### config.mk
export PLATFORM = sky130hd
export DESIGN_NAME = garegga_sound_cmd_mailbox
export DESIGN_NICKNAME = d
export VERILOG_FILES = /design/src/rtl/garegga_sound_cmd_mailbox.sv
export SDC_FILE = /design/constraint.sdc
export NUM_CORES = 1
export LEC_CHECK = 0
export ABC_AREA = 0
export BUFFER_PORTS_ARGS = -buffer_cell sky130_fd_sc_hd__buf_2
export CORE_UTILIZATION = 48
export CTS_CLUSTER_SIZE = 24
export DETAILED_ROUTE_END_ITERATION = 8
export PLACE_DENSITY = 0.84
export SYNTH_ARGS = -nofsm -noshare
export SYNTH_HDL_FRONTEND = slang
export SYNTH_SLANG_ARGS = --single-unit
### constraint.sdc
create_clock -name CLK96 -period 2.7 [get_ports CLK96]
set_clock_uncertainty 0.05 [all_clocks]
set_input_delay 0.27 -clock CLK96 [delete_from_list [all_inputs] [get_ports CLK96]]
set_output_delay 0.27 -clock CLK96 [all_outputs]
set_load 0.1 [all_outputs]
### src/rtl/garegga_sound_cmd_mailbox.sv
// Sound-command mailbox between the 68000 and the sound Z80: command queue, Z80 IRQ handshake and 68k WAIT.
// Define GAREGGA_SNDCMD_FIFO_EN for a DEPTH-entry FIFO; otherwise a single-entry latch is built.
module garegga_sound_cmd_mailbox #(
  parameter int DEPTH = 4
) (
  input  logic       CLK96,
  input  logic       RESET96_N,
  input  logic       CMD_WE,
  input  logic [7:0] CMD_DIN,
  output logic       CMD_BUSY,
  output logic       OVERRUN,
  input  logic       LATCH_RD,
  output logic [7:0] SOUNDLATCH,
  input  logic       ACK_WR,
  input  logic       INTACK,
  output logic       Z80INT_N,
  output logic [4:0] PENDING
);

`ifdef GAREGGA_SNDCMD_FIFO_EN
  localparam int CAP = DEPTH;
  localparam int PW  = $clog2(DEPTH);
`else
  // DEPTH is accepted so both builds share one port/parameter list; the latch holds one byte.
  localparam int CAP = 1 + 0 * DEPTH;
`endif
  localparam logic [4:0] CAP5 = 5'(CAP);

  typedef enum logic [1:0] {
    ST_IDLE    = 2'd0,
    ST_ASSERT  = 2'd1,
    ST_SERVICE = 2'd2
  } irq_st_e;

  irq_st_e    st_q, st_d;
  logic [4:0] count_q, count_d;
  logic       busy_q, ovr_q, int_n_q;
  logic [7:0] latch_q, latch_d;
  logic [7:0] head_d;
  logic       full_s, push_s, drop_s, pop_s;
  logic       unused_latch_rd;

  // The Z80 latch read is non-destructive, so the strobe carries no state.
  assign unused_latch_rd = LATCH_RD;

  // Push admission is judged on the registered count only.
  always_comb begin
    full_s = (count_q == CAP5);
    push_s = CMD_WE & ~full_s;
    drop_s = CMD_WE & full_s;
  end

  // IRQ handshake next-state; an acknowledge is the only source of a pop.
  always_comb begin
    st_d  = st_q;
    pop_s = 1'b0;
    case (st_q)
      ST_IDLE: begin
        if (count_q != 5'd0) st_d = ST_ASSERT;
        else                 st_d = ST_IDLE;
      end
      ST_ASSERT: begin
        if (ACK_WR && (count_q != 5'd0)) begin
          pop_s = 1'b1;
          st_d  = ST_IDLE;
        end else if (INTACK) begin
          st_d = ST_SERVICE;
        end else begin
          st_d = ST_ASSERT;
        end
      end
      ST_SERVICE: begin
        if (ACK_WR && (count_q != 5'd0)) begin
          pop_s = 1'b1;
          st_d  = ST_IDLE;
        end else begin
          st_d = ST_SERVICE;
        end
      end
      default: begin
        st_d = ST_IDLE;
      end
    endcase
  end

  // Occupancy update: simultaneous push and pop leave the count unchanged.
  always_comb begin
    case ({push_s, pop_s})
      2'b10:   count_d = count_q + 5'd1;
      2'b01:   count_d = count_q - 5'd1;
      default: count_d = count_q;
    endcase
  end

`ifdef GAREGGA_SNDCMD_FIFO_EN
  logic [7:0]    mem_q [DEPTH];
  logic [PW-1:0] wr_ptr_q, rd_ptr_q, rd_ptr_d;

  // Next head: a byte pushed into the slot that becomes the head this cycle bypasses the array.
  always_comb begin
    if (pop_s) rd_ptr_d = rd_ptr_q + PW'(1);
    else       rd_ptr_d = rd_ptr_q;
    if (push_s && (rd_ptr_d == wr_ptr_q)) head_d = CMD_DIN;
    else                                  head_d = mem_q[rd_ptr_d];
  end

  // Circular pointers wrap naturally because DEPTH is a power of two.
  always_ff @(posedge CLK96) begin
    if (!RESET96_N) begin
      wr_ptr_q <= '0;
      rd_ptr_q <= '0;
    end else begin
      if (push_s) wr_ptr_q <= wr_ptr_q + PW'(1);
      rd_ptr_q <= rd_ptr_d;
    end
  end

  // Entry storage needs no reset; the count qualifies every read.
  always_ff @(posedge CLK96) begin
    if (push_s) mem_q[wr_ptr_q] <= CMD_DIN;
  end
`else
  logic [7:0] data_q;

  // Single latch: the head is the incoming byte on a push into an empty latch.
  always_comb begin
    if (push_s) head_d = CMD_DIN;
    else        head_d = data_q;
  end

  // Single-entry holding register.
  always_ff @(posedge CLK96) begin
    if (!RESET96_N) data_q <= 8'h00;
    else if (push_s) data_q <= CMD_DIN;
  end
`endif

  // SOUNDLATCH tracks the head while anything is queued and holds when empty.
  always_comb begin
    if (count_d != 5'd0) latch_d = head_d;
    else                 latch_d = latch_q;
  end

  // Control state and registered outputs.
  always_ff @(posedge CLK96) begin
    if (!RESET96_N) begin
      st_q    <= ST_IDLE;
      count_q <= 5'd0;
      busy_q  <= 1'b0;
      ovr_q   <= 1'b0;
      int_n_q <= 1'b1;
      latch_q <= 8'h00;
    end else begin
      st_q    <= st_d;
      count_q <= count_d;
      busy_q  <= (count_d == CAP5);
      ovr_q   <= ovr_q | drop_s;
      int_n_q <= (st_d != ST_ASSERT);
      latch_q <= latch_d;
    end
  end

  assign CMD_BUSY   = busy_q;
  assign OVERRUN    = ovr_q;
  assign SOUNDLATCH = latch_q;
  assign Z80INT_N   = int_n_q;
  assign PENDING    = count_q;

endmodule
==> results.md, run 1 <==
- The count of pins over their slew limit was 0.
- Once placement completed, the tool counted placed cells totaling 196.
- The detailed placement HPWL is 2118 µm.
- Setup slack on the critical path of the routed design comes to -0.1712 ns.
- The cell area power density is 536.6 mW/mm².
- The post-route fraction of the period consumed by the critical path is 106.3%.
- The time the worst path needs with I/O delays and setup is 2.871 ns.
- The worst min-delay path class is primary input to register.
- The remaining antenna violation count after routing is 0.
- Setup repair after global routing could not meet its margin everywhere.
- The via count of the first global-routing pass is 1000.
- The master of the slowest instance on the critical path is sky130_fd_sc_hd__or4b_4.
- Along the worst path, the maximum fanout reaches 8.
- The capturing element type of the critical path is a register.
- The routed design has 2776 µm of wire.
- The floorplan step set the die height to 55.13 µm.
- During placement, the flow inserted port buffers numbering 28.
- The final reports fail on setup timing.
- VDD sags by at most 0.5658 mV.
- Of the post-synthesis cell area, the dominant cell type holds 38.41%.
- The width of the chip is 55.13 µm.
- The cell chosen for the clock root is sky130_fd_sc_hd__clkbuf_4.
- The detailed router finished its first iteration with 13 violations.
- The register-to-register path setup slack is -0.17 ns.
- Derived from the worst setup path, the maximum achievable clock frequency is 348.3 MHz.
- The hold slack is 0.1843 ns.
- Of all cell types, the one taking the most synthesized area is sky130_fd_sc_hd__dfxtp_1.
- The worst path arrival time is 3.04 ns.
- Ranked by instance count, the synthesized netlist is headed by sky130_fd_sc_hd__dfxtp_1, sky130_fd_sc_hd__nor2b_1, sky130_fd_sc_hd__and2_1, sky130_fd_sc_hd__ha_1, sky130_fd_sc_hd__mux2i_1.
- Counting every sink on the clock net gives 26.
- STA classifies the critical path startpoint as a register.
- The number of enable-type register cells in the synthesized netlist is 0.
- The net count of the finished layout is 196.
- Sorting the synthesized cells by area gives the leading types as sky130_fd_sc_hd__dfxtp_1, sky130_fd_sc_hd__ha_1, sky130_fd_sc_hd__mux2i_1.
- The wire length per cell after detailed routing is 13.81 µm.
- The tightest slew margin relative to the limit is 67.89%.
- Pin placement for this block handled 30 I/O pins.
- The run finished, with violations left.
- For this configuration, the core starts out at a cell density of 52.78%.
- After detailed routing, the number of vias per cell comes to 5.328.
- The final-report hold violation count is 0.
- The setup path with the least slack is of type register to register.
- The number of vias after detailed routing is 1071.
- After technology mapping, the gate count stands at 130.
- In this run the most critical hold path is launched from CMD_DIN[4].
- In this design, the critical path's most frequently occurring cell is sky130_fd_sc_hd__ha_4.
- The total of warnings raised by yosys is 0.
- The floorplan step defined a die boundary enclosing 0.003039 mm².
- The reported max-cap violation count is 0.
- The number of clock buffers added by TritonCTS is 3.
- TritonCTS built the clock tree.
- The most frequent cell after synthesis is sky130_fd_sc_hd__dfxtp_1.
- The number of distinct standard cells referenced by the synthesized netlist is 40.
- The required time of the critical path is 2.86 ns.
- The commonest register cell after synthesis is sky130_fd_sc_hd__dfxtp_1.
- Entering global routing, the biggest net connects 25 pins.
- The initial antenna violation count came to 0.
- In this run the number of H-tree levels came out at 1.
- The share of async-settable or async-resettable flops after synthesis is 0%.
- The global-route usage over all layers is 19.87%.
- The number of placement rows is 18.
- The number of nets in the synthesized netlist is 154.
- The reg-to-reg critical path startpoint is PENDING[0].
- The logic depth of the worst register-to-register path is 10.
- The analysis attributes to cell leakage a power of 0.8116 nW.
- In this run the deepest clock path goes through 2 buffers.
- The global-route wire length before repair is 4312 µm.
- Setup violations remaining at the end of the flow were counted as 8.
- After synthesis the netlist holds a flip-flop and latch count of 26.
- The later pin in the worst-skew pair is clocked with a latency of 0.32 ns.
- The clock slew seen by the registers of the worst setup and hold paths is 0.15 ns.
- The post-synthesis instance area is 0.001355 mm².
- The fraction of final layout cells with drive strength greater than 1 is 46.78%.
- At the pin with the least slew margin, the transition time is 0.4850 ns.
- Together, buffers and inverters on the worst path number 2.
- The mean area per synthesized cell is 10.42 µm².
- The final non-filler cell total is 201.
- In this run the critical register-to-register path is captured at SOUNDLATCH[7].
- Global routing finished with a remaining overflow of 0.
- The area growth from synthesis to layout is 30.38%.
- After detailed routing, the number of remaining DRC violations is 0.
- For hold timing, the worst endpoint is data_q[4].
- Along the worst hold path, the cell count comes to 3.
- Walking the worst path, the cells encountered are inv_4, ha_4, or4b_4, and3_4, ha_4, buf_6, a21o_1, a221oi_4, nand4_4, mux2_4.
- Broken down by cell family, the worst path's largest delay share belongs to simple AND/OR/NAND/NOR gates.
- The number of iterations in the first detailed-routing pass is 4.
- The post-synthesis sequential area ratio is 38.41%.
- The core box area is 0.002567 mm².
- The final weighted congestion in routability-driven placement is 0.8089.
- 0 antenna diodes ended up in the layout.
- The largest stage delay on the critical path is 0.45 ns.
per-stage QoR:
stage                     instance area, µm²  TNS [ns]  worst slack [ns]  total power [W]  utilization, %
after floorplan                         1426    -1.252           -0.1565        0.0006573               -
after global placement                  1667   -0.8292           -0.1051        0.0007063           64.91
after detailed placement                1667   -0.9982           -0.1310        0.0007172           64.91
after CTS                               1722    -1.208           -0.1624        0.0009421           67.06
after global routing                    1767    -1.955           -0.2697        0.0009875           68.81
final                                   1767    -1.040           -0.1712        0.0009480           68.81
area by class of cell:
type                            count  area, µm²
Tap cell                           30      37.54
Clock buffer                        4      47.55
Timing Repair Buffer               43      256.5
Sequential cell                    26      536.8
Inverter                            8      35.03
Multi-Input combinational cell     90      853.3
Fill cell                         207      800.8
how the worst max path moves through the flow:
stage               startpoint            end  cells after the start
finish              PENDING[0]  SOUNDLATCH[7]                     10
global route        PENDING[0]  SOUNDLATCH[7]                     10
detailed placement  PENDING[0]  SOUNDLATCH[7]                     10
floorplan           PENDING[1]  SOUNDLATCH[0]                     10
CTS                 PENDING[0]  SOUNDLATCH[7]                     10
global placement    PENDING[0]  SOUNDLATCH[6]                     10
what timing repair did:
action,in CTS,in global routing
setup endpoints to repair,9,10
resized for setup,1,9
pin swaps,1,7
hold buffers,0,0
setup buffers,0,2
worst register-to-register path, delay by kind of cell (launching register included):
kind	cells	cell delay, ns
multiplexers	1	0.36
AO/OA/AOI/OAI	2	0.57
flip-flops	1	0.38
adder cells (fa/ha/maj)	2	0.37
buffers and inverters	2	0.18
AND/OR/NAND/NOR	3	0.87
cell families after synthesis:
logic type | count (synthesis) | synth area share, %
buffers and inverters | 14 | 5.078
AOI/OAI and AO/OA | 15 | 9.973
and+or+nand+nor | 46 | 22.25
DFF | 26 | 38.41
adders and majority gates | 10 | 9.234
muxes | 18 | 14.40
xor gates and xnor gates | 1 | 0.6465
placed cells by master (no fill, tap or decap), drive strengths merged, types with 2 or more instances in the layout:
cell	instances
and2	10
nor3	3
a21oi	3
buf	43
nor2b	13
nor4b	2
mux2	9
nand2	2
and3	3
a221oi	2
mux2i	9
nor2	3
nor3b	2
clkbuf	4
inv	8
ha	10
nand3	2
dfxtp	26
flip-flops by register name, summed over array words and instances (netlist names):
signal,flops
Z80INT_N,1
SOUNDLATCH,8
OVERRUN,1
data_q,8
PENDING,5
st_q,2
CMD_BUSY,1
power by group:
part	internal [W]	total (W)	switching, W
sequential	0.000407	0.000418	0.0000112
combinational	0.000101	0.000302	0.000201
clock	0.000113	0.000228	0.000115
metal layers:
metal  wire [µm]  GRT usage (%)
met1        1246          23.71
met2        1445          37.15
met4          13          6.250
met3          70          1.639
met5           0              0
Note: power is estimated with default switching activity, not from simulation.
==> run 2, diff against run 1 <==
--- a/config.mk
+++ b/config.mk
@@ -7,10 +7,11 @@
 export LEC_CHECK = 0
 export ABC_AREA = 0
 export BUFFER_PORTS_ARGS = -buffer_cell sky130_fd_sc_hd__buf_2
+export CORE_MARGIN = 4
 export CORE_UTILIZATION = 48
 export CTS_CLUSTER_SIZE = 24
 export DETAILED_ROUTE_END_ITERATION = 8
-export PLACE_DENSITY = 0.84
+export PLACE_DENSITY = 0.75
 export SYNTH_ARGS = -nofsm -noshare
 export SYNTH_HDL_FRONTEND = slang
 export SYNTH_SLANG_ARGS = --single-unit
==> run 2 against run 1 <==
The run still ends with setup timing left. Sequential cell count is the same. Clock-buffer cell count shrank 1. Combinational power shrank 2%. Sequential share of layout area grew 0.15 points. Final area shrank 0.50%. Clock power grew 17%. Largest cell class unchanged. Largest power group unchanged.
==> results.md, run 2 (synthesis gave the netlist of run 1 again) <==
- The run finished, with violations left.
- The final reports fail on setup timing.
- Cells fill 64.30% of the core in the end.
- The first routing iteration left 43 violations.
- Across all register-to-register paths, the minimum setup slack is -0.14 ns.
- The longest clock path from root to sink contains 2 buffers.
- The reported max-cap violation count is 0.
- The cell area power density is 557.3 mW/mm².
- The total leakage power is 0.8202 nW.
- The area growth from synthesis to layout is 29.73%.
- The die covers 0.003737 mm².
- The path class of the tightest hold or removal check is primary input to register.
- The detailed placement HPWL is 2081 µm.
- Setup violations remaining at the end of the flow were counted as 8.
- The via count of the first global-routing pass is 1093.
- The worst-path maximum fanout is 8.
- The required time of the critical path is 2.88 ns.
- The via density per instance is 5.093.
- The kind of start point of the critical path is a register.
- The initial antenna violation count is 0.
- The most numerous cell type found on the critical path is sky130_fd_sc_hd__mux2_4.
- The total area inside the core boundary comes to 0.002734 mm².
- The fraction of final layout cells with drive strength greater than 1 is 45.40%.
- The first TritonRoute pass finished after 4 iterations.
- For this run, the post-layout net count is 199.
- The number of inserted filler cells in the final layout is 238.
- Summing over every cut layer, the via total after detailed routing is 1044.
- The global-route wire length before repair is 4636 µm.
- The tightest slew margin relative to the limit is 67.57%.
- Traced cell by cell, the critical path runs through inv_2, ha_1, or4b_4, and3_4, ha_4, nor2_1, mux2_4, a221oi_4, nand4_4, mux2_4.
- Across every metal layer, demand over resource in global routing totals 16.31%.
- Summed over all layers, the routed wires come to 2665 µm.
- The post-route fraction of the period consumed by the critical path is 105.1%.
- Prior to clock tree synthesis, the placed netlist has a worst setup slack of -0.1557 ns.
- The wire length per cell after detailed routing is 13.00 µm.
- The count of pins over their slew limit is 0.
- The time the worst path needs with I/O delays and setup is 2.837 ns.
- The design draws 0.0009798 W.
- The capturing element type of the critical path is a register.
- Entering global routing, the biggest net connects 25 pins.
- The total global routing overflow is 0.
- The cell chosen for the clock root is sky130_fd_sc_hd__clkbuf_4.
- CTS saw 26 sinks.
- Setup repair after global routing could not meet its margin everywhere.
- The library cells used most frequently in the layout, excluding fill and tap cells, are sky130_fd_sc_hd__buf_2, sky130_fd_sc_hd__dfxtp_1, sky130_fd_sc_hd__buf_4.
- Measured along the x axis, the die boundary spans 61.13 µm.
- The floorplan die height is 61.13 µm.
- The library cell used most frequently in the layout, excluding fill and tap cells, is sky130_fd_sc_hd__buf_2.
- In this run the tool buffered the top-level ports with 28 buffer cells.
- The worst setup path is of the register to register kind.
- The count of nets left with antenna violations once routing finished came out at 0.
- The clock slew seen by the registers of the worst setup and hold paths is 0.14 ns.
- The number of placement rows is 19.
- The TritonCTS buffer count is 3.
- The count of boundary I/O pins is 30.
- The final-report hold violation count is 0.
- Data arrives at the worst endpoint at 3.01 ns.
- The maximum clock frequency is 352.5 MHz.
- For this run, the slowest stage of the critical path takes 0.46 ns.
- The cts-stage hold buffer count is 0.
- The peak ir drop on the vdd network is 0.5139 mV.
- The starting density of the core is 49.57%.
- For this design, the slowest cell found on the critical path is sky130_fd_sc_hd__or4b_4.
- At the pin with the least slew margin, the transition time is 0.4898 ns.
- TritonCTS built the clock tree.
- The number of diodes is 0.
- In this run the number of H-tree levels came out at 1.
- The smallest setup slack after layout is -0.1367 ns.
- The number of remaining DRC errors is 0.
- The final weighted congestion in routability-driven placement is 0.7868.
- For the worst-skew pair, the clock arrives at the later sink with an insertion delay of 0.32 ns.
run 2: changes by cell type in the layout (fill, tap and decap cells not counted), sizes merged:
cell and delta:
buf +3, bufinv +1, clkbuf -1
run 2: repair_timing:
| item | CTS | global route |
|---|---|---|
| pin swaps | 2 | 4 |
| setup endpoints to repair | 9 | 9 |
| setup buffers | 0 | 1 |
| resized for setup | 0 | 2 |
run 2: per-layer routing:
layer | track usage [%] | share of wire [%] | routed length (µm)
met1 | 20.00 | 44 | 1166
met2 | 27.79 | 50 | 1331
met3 | 3.145 | 4.9 | 131
met4 | 6.811 | 1.4 | 36
met5 | 0 | 0 | 0
run 2: layout make-up:
cell class                 count  area, µm²  area share [%]
multi-input combinational     90      820.8           46.69
sequential                    26      536.8           30.53
timing repair buffer          46      279.0           15.87
tap                           31      38.79           2.206
clock inverter                 1      30.03           1.708
inverter                       8      30.03           1.708
clock buffer                   3      22.52           1.281
run 2: power breakdown:
part	leakage, nW	total (W)	internal [W]	switching [W]
logic	0.576	0.000295	0.0000991	0.000196
clock network	0.0279	0.000267	0.000150	0.000117
registers	0.216	0.000417	0.000407	0.0000102
total	0.820	0.000980	0.000656	0.000323
run 2: critical path: cells and delay by family (launching register included):
| family | cells | cell delay, ns |
|---|---|---|
| fa+ha+maj | 2 | 0.41 |
| buf+inv | 1 | 0.05 |
| mux | 2 | 0.63 |
| flops | 1 | 0.37 |
| simple gates | 4 | 0.92 |
| compound gates | 1 | 0.31 |
run 2: per-stage QoR:
step / instance area [µm²] / cells / setup TNS, ns / hold WS (ns)
floorplan: 1426 / 130 / -1.252 / 0.3790
global placement: 1690 / 200 / -0.9545 / 0.4162
detailed placement: 1690 / 200 / -1.194 / 0.4544
CTS: 1743 / 204 / -1.208 / 0.1673
global route: 1758 / 205 / -1.823 / 0.1663
finish: 1758 / 205 / -0.8958 / 0.1791
run 2: worst paths after layout:
check | startpoint | to | cells past startpoint
max | PENDING[1] | SOUNDLATCH[1] | 10
min | CMD_DIN[2] | data_q[2] | 3
max reg2reg | PENDING[1] | SOUNDLATCH[1] | 10
min reg2reg | OVERRUN | OVERRUN | 2
